`config.mk`:
```
export PLATFORM = sky130hd
export DESIGN_NAME = ascii_result_encoder_flat
export DESIGN_NICKNAME = d
export VERILOG_FILES = /design/src/rtl/ascii_result_encoder_if.sv /design/src/rtl/ascii_result_encoder.sv /design/src/flat_wrapper.sv
export SDC_FILE = /design/constraint.sdc
export NUM_CORES = 1
export LEC_CHECK = 0
export ABC_AREA = 1
export BUFFER_PORTS_ARGS = -buffer_cell sky130_fd_sc_hd__buf_4
export CORE_UTILIZATION = 60
export CTS_CLUSTER_DIAMETER = 150
export DETAILED_ROUTE_END_ITERATION = 16
export PLACE_DENSITY = 0.81
export RECOVER_POWER = 100
export SYNTH_ARGS = -nofsm -noshare
export SYNTH_HDL_FRONTEND = slang
export SYNTH_SLANG_ARGS = --single-unit
```
`constraint.sdc`:
```
create_clock -name clk -period 3.3 [get_ports clk]
set_clock_uncertainty 0.05 [all_clocks]
set_input_delay 0.33 -clock clk [delete_from_list [all_inputs] [get_ports clk]]
set_output_delay 0.33 -clock clk [all_outputs]
set_load 0.02 [all_outputs]
```
`src/rtl/ascii_result_encoder_if.sv`:
```
// Handshake bundle between the arithmetic core, the ASCII result encoder and the UART transmitter.
// The slave modport is the encoder; the master modport is whatever drives results and consumes chars.
interface ascii_result_encoder_if #(
  parameter int WIDTH = 16
) ();
  logic [WIDTH-1:0] result;
  logic             err;
  logic             i_ready;
  logic             tx_busy;
  logic [7:0]       char;
  logic             o_ready;
  logic             busy;

  modport master (
    output result, err, i_ready, tx_busy,
    input  char, o_ready, busy
  );

  modport slave (
    input  result, err, i_ready, tx_busy,
    output char, o_ready, busy
  );
endinterface

```
`src/rtl/ascii_result_encoder.sv`:
```
// Serialises one result word into ASCII: optional '-', decimal digits without leading zeros
// (or "ERR"), then a terminator, one character per o_ready strobe under tx_busy backpressure.
module ascii_result_encoder #(
  parameter int         WIDTH  = 16,
  parameter int         SIGNED = 1,
  parameter logic [7:0] TERM   = 8'h0A
) (
  input  logic                 clk,
  input  logic                 reset,
  ascii_result_encoder_if.slave bus
);

  typedef enum logic [2:0] {IDLE, SIGN, CALC, EMIT, ERRS, TERMS} state_t;

  // Decimal place table; index 4 is the units place.
  function automatic logic [16:0] place_val(input logic [2:0] idx);
    case (idx)
      3'd0:    place_val = 17'd10000;
      3'd1:    place_val = 17'd1000;
      3'd2:    place_val = 17'd100;
      3'd3:    place_val = 17'd10;
      default: place_val = 17'd1;
    endcase
  endfunction

  state_t           state, state_nxt;
  logic [WIDTH-1:0] mag, mag_nxt;
  logic [3:0]       digit, digit_nxt;
  logic [2:0]       idx, idx_nxt;
  logic             sent, sent_nxt;
  logic [1:0]       ecnt, ecnt_nxt;
  logic [7:0]       char_r, char_nxt;
  logic             ordy_r, ordy_nxt;
  logic             busy_r, busy_nxt;

  logic signed [WIDTH-1:0] res_s;
  logic                    neg;
  logic [WIDTH-1:0]        mag_abs;
  logic [16:0]             mag_ext;
  logic [16:0]             place;
  logic                    emit_ok;

  assign res_s   = $signed(bus.result);
  assign neg     = (SIGNED != 0) && (res_s < 0);
  // Negating the most negative value wraps back to 2^(WIDTH-1), which is its magnitude.
  assign mag_abs = neg ? WIDTH'(-res_s) : bus.result;
  assign mag_ext = 17'(mag);
  assign place   = place_val(idx);
  // A strobe always follows at least one idle cycle so the transmitter can raise tx_busy.
  assign emit_ok = !bus.tx_busy && !ordy_r;

  assign bus.char    = char_r;
  assign bus.o_ready = ordy_r;
  assign bus.busy    = busy_r;

  always_comb begin
    state_nxt = state;
    mag_nxt   = mag;
    digit_nxt = digit;
    idx_nxt   = idx;
    sent_nxt  = sent;
    ecnt_nxt  = ecnt;
    char_nxt  = 8'h00;
    ordy_nxt  = 1'b0;
    busy_nxt  = busy_r;
    case (state)
      IDLE: begin
        // busy is still high during the TERM strobe, which also blocks acceptance in that cycle.
        busy_nxt = 1'b0;
        if (bus.i_ready && !busy_r) begin
          busy_nxt  = 1'b1;
          digit_nxt = 4'd0;
          idx_nxt   = 3'd0;
          sent_nxt  = 1'b0;
          ecnt_nxt  = 2'd0;
          if (bus.err) begin
            state_nxt = ERRS;
          end else begin
            mag_nxt   = mag_abs;
            state_nxt = neg ? SIGN : CALC;
          end
        end
      end
      SIGN: begin
        if (emit_ok) begin
          char_nxt  = 8'h2D;
          ordy_nxt  = 1'b1;
          state_nxt = CALC;
        end
      end
      CALC: begin
        if (mag_ext >= place) begin
          mag_nxt   = WIDTH'(mag_ext - place);
          digit_nxt = digit + 4'd1;
        end else if (digit == 4'd0 && !sent && idx != 3'd4) begin
          idx_nxt = idx + 3'd1;
        end else begin
          state_nxt = EMIT;
        end
      end
      EMIT: begin
        if (emit_ok) begin
          char_nxt  = 8'h30 + {4'b0000, digit};
          ordy_nxt  = 1'b1;
          digit_nxt = 4'd0;
          sent_nxt  = 1'b1;
          if (idx == 3'd4) begin
            state_nxt = TERMS;
          end else begin
            idx_nxt   = idx + 3'd1;
            state_nxt = CALC;
          end
        end
      end
      ERRS: begin
        if (emit_ok) begin
          char_nxt = (ecnt == 2'd0) ? 8'h45 : 8'h52;
          ordy_nxt = 1'b1;
          ecnt_nxt = ecnt + 2'd1;
          if (ecnt == 2'd2) state_nxt = TERMS;
        end
      end
      TERMS: begin
        if (emit_ok) begin
          char_nxt  = TERM;
          ordy_nxt  = 1'b1;
          state_nxt = IDLE;
        end
      end
      default: state_nxt = IDLE;
    endcase
  end

  always_ff @(posedge clk or negedge reset) begin
    if (!reset) begin
      state  <= IDLE;
      mag    <= '0;
      digit  <= 4'd0;
      idx    <= 3'd0;
      sent   <= 1'b0;
      ecnt   <= 2'd0;
      char_r <= 8'h00;
      ordy_r <= 1'b0;
      busy_r <= 1'b0;
    end else begin
      state  <= state_nxt;
      mag    <= mag_nxt;
      digit  <= digit_nxt;
      idx    <= idx_nxt;
      sent   <= sent_nxt;
      ecnt   <= ecnt_nxt;
      char_r <= char_nxt;
      ordy_r <= ordy_nxt;
      busy_r <= busy_nxt;
    end
  end

endmodule

```
`src/flat_wrapper.sv`:
```
// flat-port wrapper written by rule: the top's interface ports become plain ports
module ascii_result_encoder_flat 
#(
  parameter int         WIDTH  = 16,
  parameter int         SIGNED = 1,
  parameter logic [7:0] TERM   = 8'h0A
)
  (clk, reset, bus_result, bus_err, bus_i_ready, bus_tx_busy, bus_char, bus_o_ready, bus_busy);
  ascii_result_encoder_if #(.WIDTH(WIDTH)) bus_i ();
  input  logic clk;
  input  logic reset;
  input wire logic [$bits(bus_i.result)-1:0] bus_result;
  input wire logic [$bits(bus_i.err)-1:0] bus_err;
  input wire logic [$bits(bus_i.i_ready)-1:0] bus_i_ready;
  input wire logic [$bits(bus_i.tx_busy)-1:0] bus_tx_busy;
  output wire logic [$bits(bus_i.char)-1:0] bus_char;
  output wire logic [$bits(bus_i.o_ready)-1:0] bus_o_ready;
  output wire logic [$bits(bus_i.busy)-1:0] bus_busy;
  assign bus_i.result = bus_result;
  assign bus_i.err = bus_err;
  assign bus_i.i_ready = bus_i_ready;
  assign bus_i.tx_busy = bus_tx_busy;
  assign bus_char = bus_i.char;
  assign bus_o_ready = bus_i.o_ready;
  assign bus_busy = bus_i.busy;
  ascii_result_encoder #(.WIDTH(WIDTH), .SIGNED(SIGNED), .TERM(TERM)) u_core (.clk(clk), .reset(reset), .bus(bus_i));
endmodule
```
### Word-level counts from Yosys, hierarchy flattened

Index checks and enable logic that the tools add are counted.

* add/sub/neg operators: 6
* multiply operators: 0
* div/mod/pow operators: 0
* $lt $le $gt $ge: 2
* equal/unequal tests: 23
* shift operators: 0
* mux-type cells: 43
* bitwise operators: 0
* reduce and logical (&&, ||, !) cells: 23

Operators with widths (number)
* two-way mux 16 bit: 4
* case mux 14 bit (4 select lines): 1
* two-way mux 3 bit: 15
* case mux 16 bit (2 select lines): 1
* case mux 8 bit (4 select lines): 1
* case mux 3 bit (6 select lines): 1
* greater-or-equal comparator 16 x 14 -> 1 bit: 1
* < comparator 16 x 1 -> 1 bit, second input constant: 1
* two-way mux 4 bit: 4
* two-way mux 8 bit: 2
* inequality test 2 x 1 -> 1 bit, second input constant: 8
* negation 16 bit: 1
* subtractor 16 x 14 -> 16 bit: 1
* == test 3 x 2 -> 1 bit, second input constant: 4
* case mux 4 bit (3 select lines): 1
* == test 3 bit, second input constant: 3
* case mux 3 bit (3 select lines): 1
* inequality test 2 bit, second input constant: 4
* AND reduction 4 bit: 2
* AND reduction 8 bit: 1
* adder 6 x 4 -> 7 bit, first input constant: 1
* == test 3 x 1 -> 1 bit, second input constant: 2
* logical NOT 3 bit: 2
* two-way mux 2 bit: 3
* other kinds (19): 32

* flip-flop bits (word level): 39
* bits in latches: 0
* RAM bits: 0
* bits in read-only memories: 0
* bits of input ports: 21
* output and inout bits: 10
* word-level logic and storage cells: 106
* memories: 0

### Depth between registers and ports, before layout

* depth after elaboration: 6
* gate-level depth with buffers: 19
* depth with buffers taken out: 19

### Worst setup path after synthesis

No wires, ideal clock.

* path kind: register -> register
* start: register u_core.idx[0]
* end: register u_core.mag[10]
* arrival: 2529 ps
* required time: 3134 ps
* path slack: 605 ps
* stages on the path, launching flop included: 20
* path buffers: 1
* clock period less this slack: 2695 ps
* cells stage by stage: dfrtp_1 inv_1 ha_1 nand2_1 nand2_1 nor3b_1 ha_1 inv_1 fa_1 nand2_1 nand2_1 nand3_1 nand3_1 nand2_1 nand3_2 nand2_4 inv_4 buf_6 nand2_1 nand2_1

* word-level cells in the longest chain between the ends: 5

Ends and longest elaborated chain
* from (decl): RTL line ascii_result_encoder.sv:29 `logic [2:0] idx, idx_nxt;`
* from (signal assigned): RTL line ascii_result_encoder.sv:149 `idx <= idx_nxt;`
* == test 3 x 2 -> 1 bit (tied with other cells): RTL line ascii_result_encoder.sv:17 `case (idx)`
* case mux 14 bit (4 select lines) *: RTL line ascii_result_encoder.sv:17
* subtractor 16 x 14 -> 16 bit / greater-or-equal comparator 16 x 14 -> 1 bit (equally long branches): RTL line ascii_result_encoder.sv:93, ascii_result_encoder.sv:92
* two-way mux 16 bit / inequality test 2 x 1 -> 1 bit (equally long branches)
* case mux 16 bit (2 select lines) / AND reduction 4 bit (equally long branches)
* to (signal assigned): RTL line ascii_result_encoder.sv:147 `mag <= mag_nxt;`
* to (decl): RTL line ascii_result_encoder.sv:27 `logic [WIDTH-1:0] mag, mag_nxt;`

Every way passes the cells marked *; elsewhere a longest branch is shown, timed or not. The select of a mux whose other input is x is not followed.
A chain may end at the register's enable or synchronous reset.

### Final worst setup path

* start: register u_core.idx[0]
* end: register u_core.mag[12]

The elaborated chain is that of the path after synthesis.

==> impl_metrics.env <==
export IMPL_cp_start_kind="register"
export IMPL_path_common_cell="nand2_1"
export IMPL_die_h_um=76.2
export IMPL_yosysWarnings=0
export IMPL_grt_max_degree=39
export IMPL_die_area_um2=5800
export IMPL_first_global_vias=3139
export IMPL_async_flop_share_pct=100
export IMPL_h_tree_depth=2
export IMPL_gp_congestion=0.910
export IMPL_avgSynthCellArea_um2=6.37
export IMPL_violations="max-capacitance violations, max-slew violations"
export IMPL_min_from="bus_result[0]"
export IMPL_critPathLaunch="u_core.idx[0]$_DFFE_PN0P_"
export IMPL_clkSinkCount=38
export IMPL_portBuffers=29
export IMPL_required_ns=3.43
export IMPL_drt_initial_drc_count=253
export IMPL_hold_viol=0
export IMPL_grt_ovfl_total=0
export IMPL_vias=3324
export IMPL_status="finished, violations left"
export IMPL_boundaryPins=31
export IMPL_synth_distinct_cells=42
export IMPL_synth_top_cell_by_area="dfrtp_1"
export IMPL_syn_instance_count=518
export IMPL_synth_top_area_share_pct=28.8
export IMPL_p_per_area_nw_per_um2=1030
export IMPL_diodes=0
export IMPL_drive_above_1_share_pct=8.58
export IMPL_period_needed_ns=3.02
export IMPL_drc=0
export IMPL_worst_pin_slew_ns=2.10
export IMPL_cts_tree="built"
export IMPL_grt_pass1_wl_um=14100
export IMPL_power_leakage_uw=0.00201
export IMPL_initial_core_util_pct=63.4
export IMPL_final_cell_mix="nand2_1 (193), inv_1 (70), nand3_1 (47)"
export IMPL_antenna_found_initial=0
export IMPL_syn_area_um2=3300
export IMPL_placed_area_um2=3550
export IMPL_hpwl_um=6380
export IMPL_endpoint_kind="register"
export IMPL_synthFlopType="dfrtp_1"
export IMPL_drv_cap=1
export IMPL_synth_top_cells_by_area="dfrtp_1 (29%), nand2_1 (22%), ha_1 (8.7%)"
export IMPL_fin_area_um2=3620
export IMPL_max_freq_mhz=331
export IMPL_drtPass1Iterations=5
export IMPL_avgRoutedWirePerCell_um=13.1
export IMPL_yosys_register_bits=38
export IMPL_clock_latency_ns=0.29
export IMPL_cp_data_arrival_time_ns=3.16
export IMPL_cp_slowest_cell="dfrtp_1"
export IMPL_fin_tns_setup_ns=0
export IMPL_vias_per_cell=5.38
export IMPL_hp_class="primary input to register"
export IMPL_synth_edff_count=0
export IMPL_ir_worst_vdd_mv=0.603
export IMPL_die_w_um=76.2
export IMPL_setup_viol=0
export IMPL_synth_seq_area_share_pct=28.8
export IMPL_final_common_cell="nand2_1"
export IMPL_path_clk_slew_ns=0.07
export IMPL_core_area_um2=5200
export IMPL_slew_headroom_pct=-40.0
export IMPL_routed_wl_um=8080
export IMPL_critical_path_max_stage_delay_ns=0.40
export IMPL_finalCritPeriodShare_pct=91.6
export IMPL_grt_usage_pct=30.3
export IMPL_ant_nets=0
export IMPL_clockRootBuffer="clkbuf_8"
export IMPL_critical_path_max_fanout=19
export IMPL_rsz0062_at_grt="no"
export IMPL_rows=26
export IMPL_crit_chain="buf_4 > ha_1 > ha_1 > nor3b_1 > ha_1 > inv_1 > fa_1 > nand2_1 > nand2_1 > nand3_1 > nand3_1 > nand2_1 > nand3_2 > nand2_8 > inv_4 > nand2_1 > nand2_1"
export IMPL_syn_nets=563
export IMPL_drv_slew=39
export IMPL_clk_path_buf_depth=2
export IMPL_criticalPathCategory="register to register"
export IMPL_r2r_start="u_core.idx[0]$_DFFE_PN0P_"
export IMPL_cts_made_buffers=5
export IMPL_area_growth_pct=9.59
export IMPL_nets=593
==> worst paths after layout <==
check                                                     to  slack [ns]  cells after the start
max in group asynchronous       u_core.bus.o_ready$_DFF_PN0_        0.87                      2
min in group asynchronous         u_core.mag[12]$_DFFE_PN0P_        1.14                      2
worst max register to register    u_core.mag[12]$_DFFE_PN0P_        0.28                     17
worst min register to register     u_core.mag[0]$_DFFE_PN0P_        0.44                      2
worst max-delay path              u_core.mag[12]$_DFFE_PN0P_        0.28                     17
worst min-delay path               u_core.mag[0]$_DFFE_PN0P_        0.32                      3
==> repair_timing <==
item | CTS | global route
resized for setup | 0 | 1
endpoints found under the setup margin | 0 | 18
hold buffers | 1 | 0
buffers inserted | 0 | 1
endpoints found under the hold margin | 38 | 0
==> stage by stage <==
stage | hold WS [ns] | util, % | worst slack (ns) | power [uW] | instances
finish | 0.322 | 69.5 | 0.276 | 3710 | 618
detailed placement | 0.286 | 68.2 | 0.210 | 3360 | 609
floorplan | -0.0156 | - | 0.605 | 2790 | 518
global route | 0.342 | 69.5 | 0.0241 | 4100 | 618
CTS | 0.318 | 69.9 | 0.180 | 3690 | 617
global placement | 0.273 | 68.2 | 0.361 | 3290 | 609
==> sequential cells by signal, indices dropped and copies added (netlist names) <==
register / count
u_core.idx: 3
u_core.bus.busy: 1
u_core.digit: 4
u_core.ecnt: 2
u_core.sent: 1
u_core.mag: 16
u_core.bus.o_ready: 1
u_core.bus.char: 7
u_core.state: 3
==> kinds of logic after synthesis <==
kind of cell             count (synthesis)  share of synthesized area, %
AO/OA/AOI/OAI                           59                          10.7
XOR/XNOR                                 1                         0.266
adder cells (fa/ha/maj)                 24                          9.33
buffers and inverters                   83                          10.5
flip-flops                              38                          28.8
multiplexers                             1                         0.303
other                                    1                         0.114
AND/OR/NAND/NOR                        311                          40.0
==> final cells by class <==
cell class | count | area, um^2
clock buffer | 5 | 68.8
clock inverter | 2 | 10.0
fill | 491 | 1590
inverter | 73 | 277
multi-input combinational | 397 | 2010
sequential | 38 | 951
tap | 70 | 87.6
timing repair buffer | 33 | 213
==> cells in the mapped netlist (2+ instances only) <==
master and instances:
nand3_1 47, dfrtp_1 38, o211ai_1 2, o22ai_1 3, buf_6 3, buf_2 4
a31oi_1 2, nand3b_1 4, inv_2 3, nor2_1 40, a21oi_1 18, a21o_1 2
o21ai_1 2, or2_1 2, nand2_2 2, nor2_2 2, inv_1 69, ha_1 23
clkbuf_1 2, o21ai_0 24, nand3_2 2, or2_2 5, nor3_1 7, nand2_1 193
nand4_1 2
==> worst max-delay path: cells and delay by family, from the launching register on <==
kind                       cells  cell delay, ns
adders and majority gates      4            0.97
buffers and inverters          3            0.32
DFF                            1            0.40
and+or+nand+nor               10            1.16
==> where the power goes <==
part | internal, uW | total [uW] | switching, uW
clock | 142 | 305 | 163
sequential | 647 | 804 | 157
combinational | 874 | 2600 | 1730
total | 1660 | 3710 | 2050
==> layer usage <==
layer,vias up,wire (um),GRT usage [%]
met2,80,3680,49.4
met3,10,327,4.07
met5,-,0,0
met4,0,125,9.62
li1,1707,-,-
met1,1527,3940,41.7
Note: power is estimated with default switching activity, not from simulation.
